## src/rtl/swi_monitor_pkg.sv

```systemverilog
// Shared types and default sizing for the switch-writable register bank monitor.
package swi_monitor_pkg;

  typedef enum logic [1:0] {
    ModeManual = 2'd0,
    ModeAuto   = 2'd1,
    ModeFreeze = 2'd2,
    ModeClear  = 2'd3
  } mode_t;

  typedef enum logic [1:0] {
    StIdle  = 2'd0,
    StScan  = 2'd1,
    StClear = 2'd2,
    StDone  = 2'd3
  } state_t;

  localparam int unsigned DefNbits    = 8;
  localparam int unsigned DefNregs    = 32;
  localparam int unsigned DefNbitsLcd = 64;
  localparam int unsigned DefScanDiv  = 4;

endpackage

```

## src/rtl/edge_detect.sv

```systemverilog
// Rising-edge detector: one-cycle pulse on each low-to-high transition of din.
module edge_detect (
  input  logic clk_2,
  input  logic reset,
  input  logic din,
  output logic pulse
);

  logic din_q;

  always_ff @(posedge clk_2 or posedge reset) begin
    if (reset) begin
      din_q <= 1'b0;
    end else begin
      din_q <= din;
    end
  end

  assign pulse = din & ~din_q;

endmodule

```

## src/rtl/swi_reg_bank_monitor.sv

```systemverilog
// Switch-writable register bank with auto-scan, clear engine, write history and
// accepted/dropped write statistics feeding the LCD, LED and 7-seg outputs.
module swi_reg_bank_monitor
  import swi_monitor_pkg::*;
#(
  parameter int unsigned NBITS     = DefNbits,
  parameter int unsigned NREGS     = DefNregs,
  parameter int unsigned NBITS_LCD = DefNbitsLcd,
  parameter int unsigned SCAN_DIV  = DefScanDiv
) (
  input  logic                       clk_2,
  input  logic                       reset,
  input  logic                       wr_en,
  input  logic [$clog2(NREGS)-1:0]   wr_addr,
  input  logic [NBITS-1:0]           wr_data,
  input  logic [1:0]                 mode,
  output logic [NBITS-1:0]           LED,
  output logic [NBITS-1:0]           SEG,
  output logic [NBITS-1:0]           lcd_registrador [0:NREGS-1],
  output logic [NBITS-1:0]           lcd_pc,
  output logic [NBITS_LCD-1:0]       lcd_a,
  output logic [NBITS_LCD-1:0]       lcd_b,
  output logic                       busy
);

  localparam int unsigned AW = $clog2(NREGS);
  localparam int unsigned HW = NBITS_LCD / 2;
  localparam int unsigned DW = (SCAN_DIV > 1) ? $clog2(SCAN_DIV) : 1;

  localparam logic [1:0] IDLE  = StIdle;
  localparam logic [1:0] SCAN  = StScan;
  localparam logic [1:0] CLEAR = StClear;
  localparam logic [1:0] DONE  = StDone;

  mode_t             mode_e;
  logic              pulse;
  logic              accept;
  logic              drop;
  logic [1:0]        state, state_next;
  logic [AW-1:0]     sel, sel_next;
  logic [AW-1:0]     clr_ptr, clr_ptr_next;
  logic [DW-1:0]     div, div_next;
  logic [NBITS-1:0]  regs [NREGS];
  logic [NBITS_LCD-1:0] history;
  logic [HW-1:0]     acc_cnt;
  logic [HW-1:0]     drop_cnt;
  logic              busy_q;

  assign mode_e = mode_t'(mode);

  edge_detect u_wr_edge (
    .clk_2 (clk_2),
    .reset (reset),
    .din   (wr_en),
    .pulse (pulse)
  );

  assign accept = pulse && (state != CLEAR) && (mode_e != ModeFreeze);
  assign drop   = pulse && !accept;

  always_comb begin
    state_next   = state;
    sel_next     = sel;
    div_next     = div;
    clr_ptr_next = clr_ptr;
    unique case (state)
      IDLE: begin
        if (mode_e == ModeAuto) begin
          state_next = SCAN;
          div_next   = '0;
        end else if (mode_e == ModeClear) begin
          state_next   = CLEAR;
          clr_ptr_next = '0;
        end else if (mode_e == ModeManual) begin
          sel_next = wr_addr;
        end
      end
      SCAN: begin
        // Leaving AUTO keeps sel; MANUAL reloads it from IDLE on the next cycle.
        if (mode_e != ModeAuto) begin
          state_next = IDLE;
        end else if (div == DW'(SCAN_DIV - 1)) begin
          div_next = '0;
          sel_next = sel + AW'(1);
        end else begin
          div_next = div + DW'(1);
        end
      end
      CLEAR: begin
        clr_ptr_next = clr_ptr + AW'(1);
        if (clr_ptr == AW'(NREGS - 1)) begin
          state_next = DONE;
        end
      end
      DONE: begin
        if (mode_e != ModeClear) begin
          state_next = IDLE;
        end
      end
      default: state_next = IDLE;
    endcase
  end

  always_ff @(posedge clk_2 or posedge reset) begin
    if (reset) begin
      state    <= IDLE;
      sel      <= '0;
      div      <= '0;
      clr_ptr  <= '0;
      busy_q   <= 1'b0;
      history  <= '0;
      acc_cnt  <= '0;
      drop_cnt <= '0;
    end else begin
      state   <= state_next;
      sel     <= sel_next;
      div     <= div_next;
      clr_ptr <= clr_ptr_next;
      busy_q  <= (state_next == CLEAR);
      if (accept) begin
        history <= {history[NBITS_LCD-NBITS-1:0], wr_data};
        acc_cnt <= acc_cnt + HW'(1);
      end
      if (drop) begin
        drop_cnt <= drop_cnt + HW'(1);
      end
    end
  end

  // Writes are always dropped while clearing, so the two never target one entry.
  always_ff @(posedge clk_2 or posedge reset) begin
    if (reset) begin
      for (int i = 0; i < int'(NREGS); i++) begin
        regs[i] <= '0;
      end
    end else if (state == CLEAR) begin
      regs[clr_ptr] <= '0;
    end else if (accept) begin
      regs[wr_addr] <= wr_data;
    end
  end

  assign lcd_registrador = regs;
  assign LED             = regs[sel];
  assign SEG             = NBITS'(sel);
  assign lcd_pc          = NBITS'(sel);
  assign lcd_a           = history;
  assign lcd_b           = {acc_cnt, drop_cnt};
  assign busy            = busy_q;

endmodule

```

## config.mk

```make
export PLATFORM = sky130hd
export DESIGN_NAME = swi_reg_bank_monitor
export DESIGN_NICKNAME = d
export VERILOG_FILES = /design/src/rtl/swi_monitor_pkg.sv /design/src/rtl/edge_detect.sv /design/src/rtl/swi_reg_bank_monitor.sv
export SDC_FILE = /design/constraint.sdc
export NUM_CORES = 1
export LEC_CHECK = 0
export BUFFER_PORTS_ARGS = -buffer_cell sky130_fd_sc_hd__buf_4
export CAP_MARGIN = 10
export CELL_PAD_IN_SITES_DETAIL_PLACEMENT = 0
export CELL_PAD_IN_SITES_GLOBAL_PLACEMENT = 1
export CORE_ASPECT_RATIO = 0.75
export CORE_UTILIZATION = 43
export CTS_CLUSTER_DIAMETER = 200
export CTS_CLUSTER_SIZE = 25
export DETAILED_ROUTE_END_ITERATION = 8
export GPL_TIMING_DRIVEN = 0
export PLACE_DENSITY = 0.8
export SLEW_MARGIN = 10
export SYNTH_ARGS = -nofsm -noshare
export SYNTH_HDL_FRONTEND = slang
export SYNTH_SLANG_ARGS = --single-unit
export TNS_END_PERCENT = 10
```

## constraint.sdc

```tcl
create_clock -name clk_2 -period 15 [get_ports clk_2]
set_input_delay 3 -clock clk_2 [delete_from_list [all_inputs] [get_ports clk_2]]
set_output_delay 3 -clock clk_2 [all_outputs]
set_load 0.01 [all_outputs]
```

==> After elaboration in Yosys (flattened, before gate mapping) <==
Cells that the tools add are included.
{ "word_totals": {"register_bits": 400, "output_inout_bits": 409} }
{ "classes": {"addsub": 5, "magnitude_cmp": 5, "n_eq_ne": 19, "muxes": 29, "n_bitwise": 7, "reduce_logical": 14} }
{ "op_table": {"columns": ["op", "count"], "rows": [
  ["2-to-1 mux 256 bit", 2],
  ["bitwise AND 256 bit", 1],
  ["bitwise mux 256 bit", 1],
  ["NOT 256 bit", 1],
  ["demux 8 bit (select 5 bit)", 2],
  ["adder 32 x 1 -> 32 bit (second input constant)", 2],
  ["binary-select mux 8 bit (select 5 bit)", 1],
  ["2-to-1 mux 5 bit", 7],
  ["2-to-1 mux 8 bit", 4],
  ["!= test 2 bit (second input constant)", 10],
  ["case mux 5 bit (2 select lines)", 2],
  [">= comparator 6 bit (second input constant)", 3],
  ["NOT 5 -> 6 bit", 3],
  ["2-to-1 mux 2 bit", 8],
  ["< comparator 6 x 1 -> 1 bit (second input constant)", 2],
  ["adder 5 x 1 -> 5 bit (second input constant)", 2],
  ["equality test 2 bit (second input constant)", 5],
  ["case mux 2 bit (4 select lines)", 1],
  ["AND reduction 3 bit", 2],
  ["AND reduction 6 bit", 1],
  ["nonzero test 2 bit", 3],
  ["equality test 5 bit (second input constant)", 1],
  ["logical AND 1 bit", 5],
  ["equality test 2 x 1 -> 1 bit (second input constant)", 2],
  ["7 further kinds", 8]
]} }

==> Longest topological paths before layout <==
{ "logic_depth": {"ltp_word": 8, "mapped_depth": 9} }

==> Cells and area by module <==
Synthesis repeated with hierarchy kept, for this count alone.
{ "unflattened": {"hier_cells": 2006, "area_unflattened_um2": 18835.6} }
{ "modules_own_cells": {"columns": ["mod", "n_inst", "cells_each", "area_each_um2", "seq_area_each_um2"], "rows": [
  ["swi_reg_bank_monitor", 1, 2003, 18793.0, 9984.6],
  ["edge_detect", 1, 3, 42.5, 25.0]
]} }

==> Least setup slack after synthesis <==
OpenSTA, ideal clock, no wires.
{ "synth_path": {"path_type": "reg-to-output", "from": "register sel[2]", "to": "output LED[6]", "arrival_time_ns": 1.978, "path_slack_ns": 10.022, "stages_incl_launch_ff": 8, "path_buffers": 2, "cell_sequence": "dfrtp_1 buf_2 buf_2 mux4_2 mux2_2 nand2_1 nand4_1 o21a_1"} }
{ "synth_between": {"elab_chain_cells": 4} }
{ "synth_rtl": {"columns": ["element", "line_no", "rtl"], "rows": [
  ["start, declared", "swi_reg_bank_monitor.sv:40", "logic [AW-1:0] sel, sel_next;"],
  ["start signal, assigned", "swi_reg_bank_monitor.sv:116", "sel <= sel_next;"],
  ["NOT 5 -> 6 bit (not written as such)", "swi_reg_bank_monitor.sv:144", "assign LED = regs[sel];"],
  ["binary-select mux 8 bit (select 5 bit)", "swi_reg_bank_monitor.sv:144", null],
  ["2-to-1 mux 8 bit (not written as such) (2 in series)", "swi_reg_bank_monitor.sv:144", null],
  ["end, declared", "swi_reg_bank_monitor.sv:17", "output logic [NBITS-1:0] LED,"]
]} }
Every way passes these cells. The select of a mux whose other input is x is not followed.

==> Worst setup path after layout <==
{ "layout_path": {"from": "register sel[2]", "to": "output LED[4]"} }
The elaborated chain is that of the path after synthesis.

==> reports/results.ini <==
[status]
outcome=completed

[finish]
layout-drive-gt1-share_pct=30.6
fin_util_pct=54.6
nets=1975
final_cell_mix=buf_4, dfrtp_1, a22o_1, nand2_1, clkbuf_1
syn_to_final_growth_pct=24.4
final_cells=2508
final_common_cell=buf_4
antenna_cells=0
fin_area_um2=22400

[sta]
finalCriticalPeriod_ps=6800
finalClockSkew_ps=16.5
finalHoldViolCount=0
fin_tns_setup_ps=0
slew_headroom_pct=23.2
whs_ps=483
final_max_slew_viol_count=0
worst_slack_ps=8200
worstMarginPinSlew_ps=1140
max_freq_ghz=0.147
rsz0062_at_grt=no
setup_viol=0
timing.final.crit_share_pct=45.3

[logic_synthesis]
netlist_instances=1509
syn_area_per_cell_um2=11.9
synth_top_family_by_area=compound AO/OA/AOI/OAI gates
syn_area_um2=18000
synth_warnings=0
synth_area_leaders=dfrtp_1, a22o_1, nand2_1
synthAdderAreaFrac_pct=0.626
synth_mux_area_share_pct=8.53
synth_edf_count=0
synth_top_area_share_pct=55.7
synth_top_cell_by_area=dfrtp_1
synth-xor-area-share_pct=3.02
synth-seq-cells=400
synth_compound_area_share_pct=16.3
synth.yosys.seq_area_share_pct=55.7
ys.flop_type=dfrtp_1
synth-async-reset-ratio_pct=100
synthSimpleGateAreaFrac_pct=12.8
synth.distinct_cells=57

[power_and_ir_drop]
ir_drop_uv=77.2
p_leak_nw=11.2
power_mw=3.23
pwr_density_cell_nw_per_um2=144

[clock_network]
clock_sinks=400
htree_levels=1
tritoncts=built
postCtsResizedCells=0
cts_made_buffers=19
clockBufferDepth=3
cts_hold_buf=0
clk_pin_slew_ps=110
post_cts_buffers=0
root_buffer=clkbuf_16
clock_latency_ps=560

[worst_setup_path]
r2r_start=state[1]
cp.required_ps=12000
crit_buf_inv=4
critical_path_class=flip-flop to output pin
cpPeakStageDelay_ps=590
crit_cells=8
reg2reg_to=lcd_registrador[81]
cpLargestDelayFamily=buffers and inverters
critPathSlowestCell=clkbuf_1
r2r_cells=7
worst_setup_path_start_kind=flip-flop
cp-endpoint=LED[4]
cp_cell_sequence=buf_2, buf_2, clkbuf_1, nand2_1, o22ai_1, nor2_1, o21a_1, buf_4
crit_path_start=sel[2]
end_kind=output pin
worst_path_most_repeated_cell=buf_2
rrSetupSlack_ps=12290
crit_arrival_ps=3800
crit_fanout=10

[floorplanning]
dieHeight_um=179
fp-row-count=64
ios=427
die_w_um=238
dieArea_um2=42700
core-area_um2=41000
start_util_pct=43.9

[detailed_routing]
drt_iter0_markers=1519
first_pass_iters=5
drcViolationCount=0
route.detailed.wl_per_inst_um=26.4
via_per_inst=5.94
vias=14900
ant_nets=0
drt-total-wl_mm=66.1

[place]
port_buffers=409
dpl.hpwl_mm=49.6
dp_slack_ps=8900
place_area_um2=21900
dp.cells=2488
gp_congestion=0.962

[global_routing]
grt_max_degree=116
grt_pass1_vias=14100
gr-usage-met2_pct=42.5
grt-busiest-layer=met1
use_met3_pct=7.67
gr-total-overflow=0
grt_util_met1_pct=46.4
antenna_found_initial=2
grt_pass1_wl_mm=95.5
grt_usage_pct=30.2

[hold_path]
min_path_cells=1
hp-class=flip-flop to flip-flop

[run]
maxCapViolCount=0

-- state kept, by name, indices dropped and copies added (netlist names) --
register         cells
acc_cnt             32
busy                 1
clr_ptr              5
div                  2
drop_cnt            32
lcd_a               64
lcd_registrador    256
sel                  5
state                2
u_wr_edge.din_q      1
-- cell usage after synthesis, drive strengths merged (24+ instances only) --
cell type  instances
dfrtp            400
a22o             260
nand2            251
buf               62
nor2              57
clkbuf            47
a21oi             45
mux4              40
xnor2             38
mux2i             34
nand4             28
nor3              28
mux2              26
xor2              24
-- final cells by class --
class	count	area, µm²
plain buffers	109	514
flip-flops and latches	400	10000
multi-input cells	995	7440
clock buffers	19	475
clock inverters	1	8.76
inverters	10	45.0
fillers	3600	18600
repair buffers	413	3180
well taps	561	702
-- routing by layer --
metal	vias to the layer above	routed length (µm)
li1	6353	-
met3	83	6450
met5	-	8
met4	2	1430
met2	792	28200
met1	7655	30000
-- worst reg2reg max path, delay by kind of cell, from the launching register on --
kind            cells  cell delay, ps
buf+inv             3            1140
simple gates        2             310
compound gates      2             820
flops               1             330
-- power breakdown --
group / internal (mW) / switching (mW) / leakage, nW
Sequential: 1.24 / 0.178 / 5.45
Clock: 0.230 / 0.354 / 0.239
Combinational: 0.523 / 0.706 / 5.49
Total: 1.99 / 1.24 / 11.2
-- kinds of logic after synthesis --
kind of cell / count (synthesis)
buffers and inverters: 119
flip-flops: 400
adder cells (fa/ha/maj): 9
multiplexers: 100
AO/OA/AOI/OAI: 361
other: 1
AND/OR/NAND/NOR: 457
XOR/XNOR: 62
-- worst min-delay path by stage --
stage,from,endpoint,slack (ps)
CTS,acc_cnt[31],acc_cnt[31],480
global route,drop_cnt[31],drop_cnt[31],520
detailed placement,drop_cnt[31],drop_cnt[31],470
finish,acc_cnt[31],acc_cnt[31],480
floorplan,div[1],div[1],450
global placement,acc_cnt[31],acc_cnt[31],460
(Power assumes the default switching activity.)
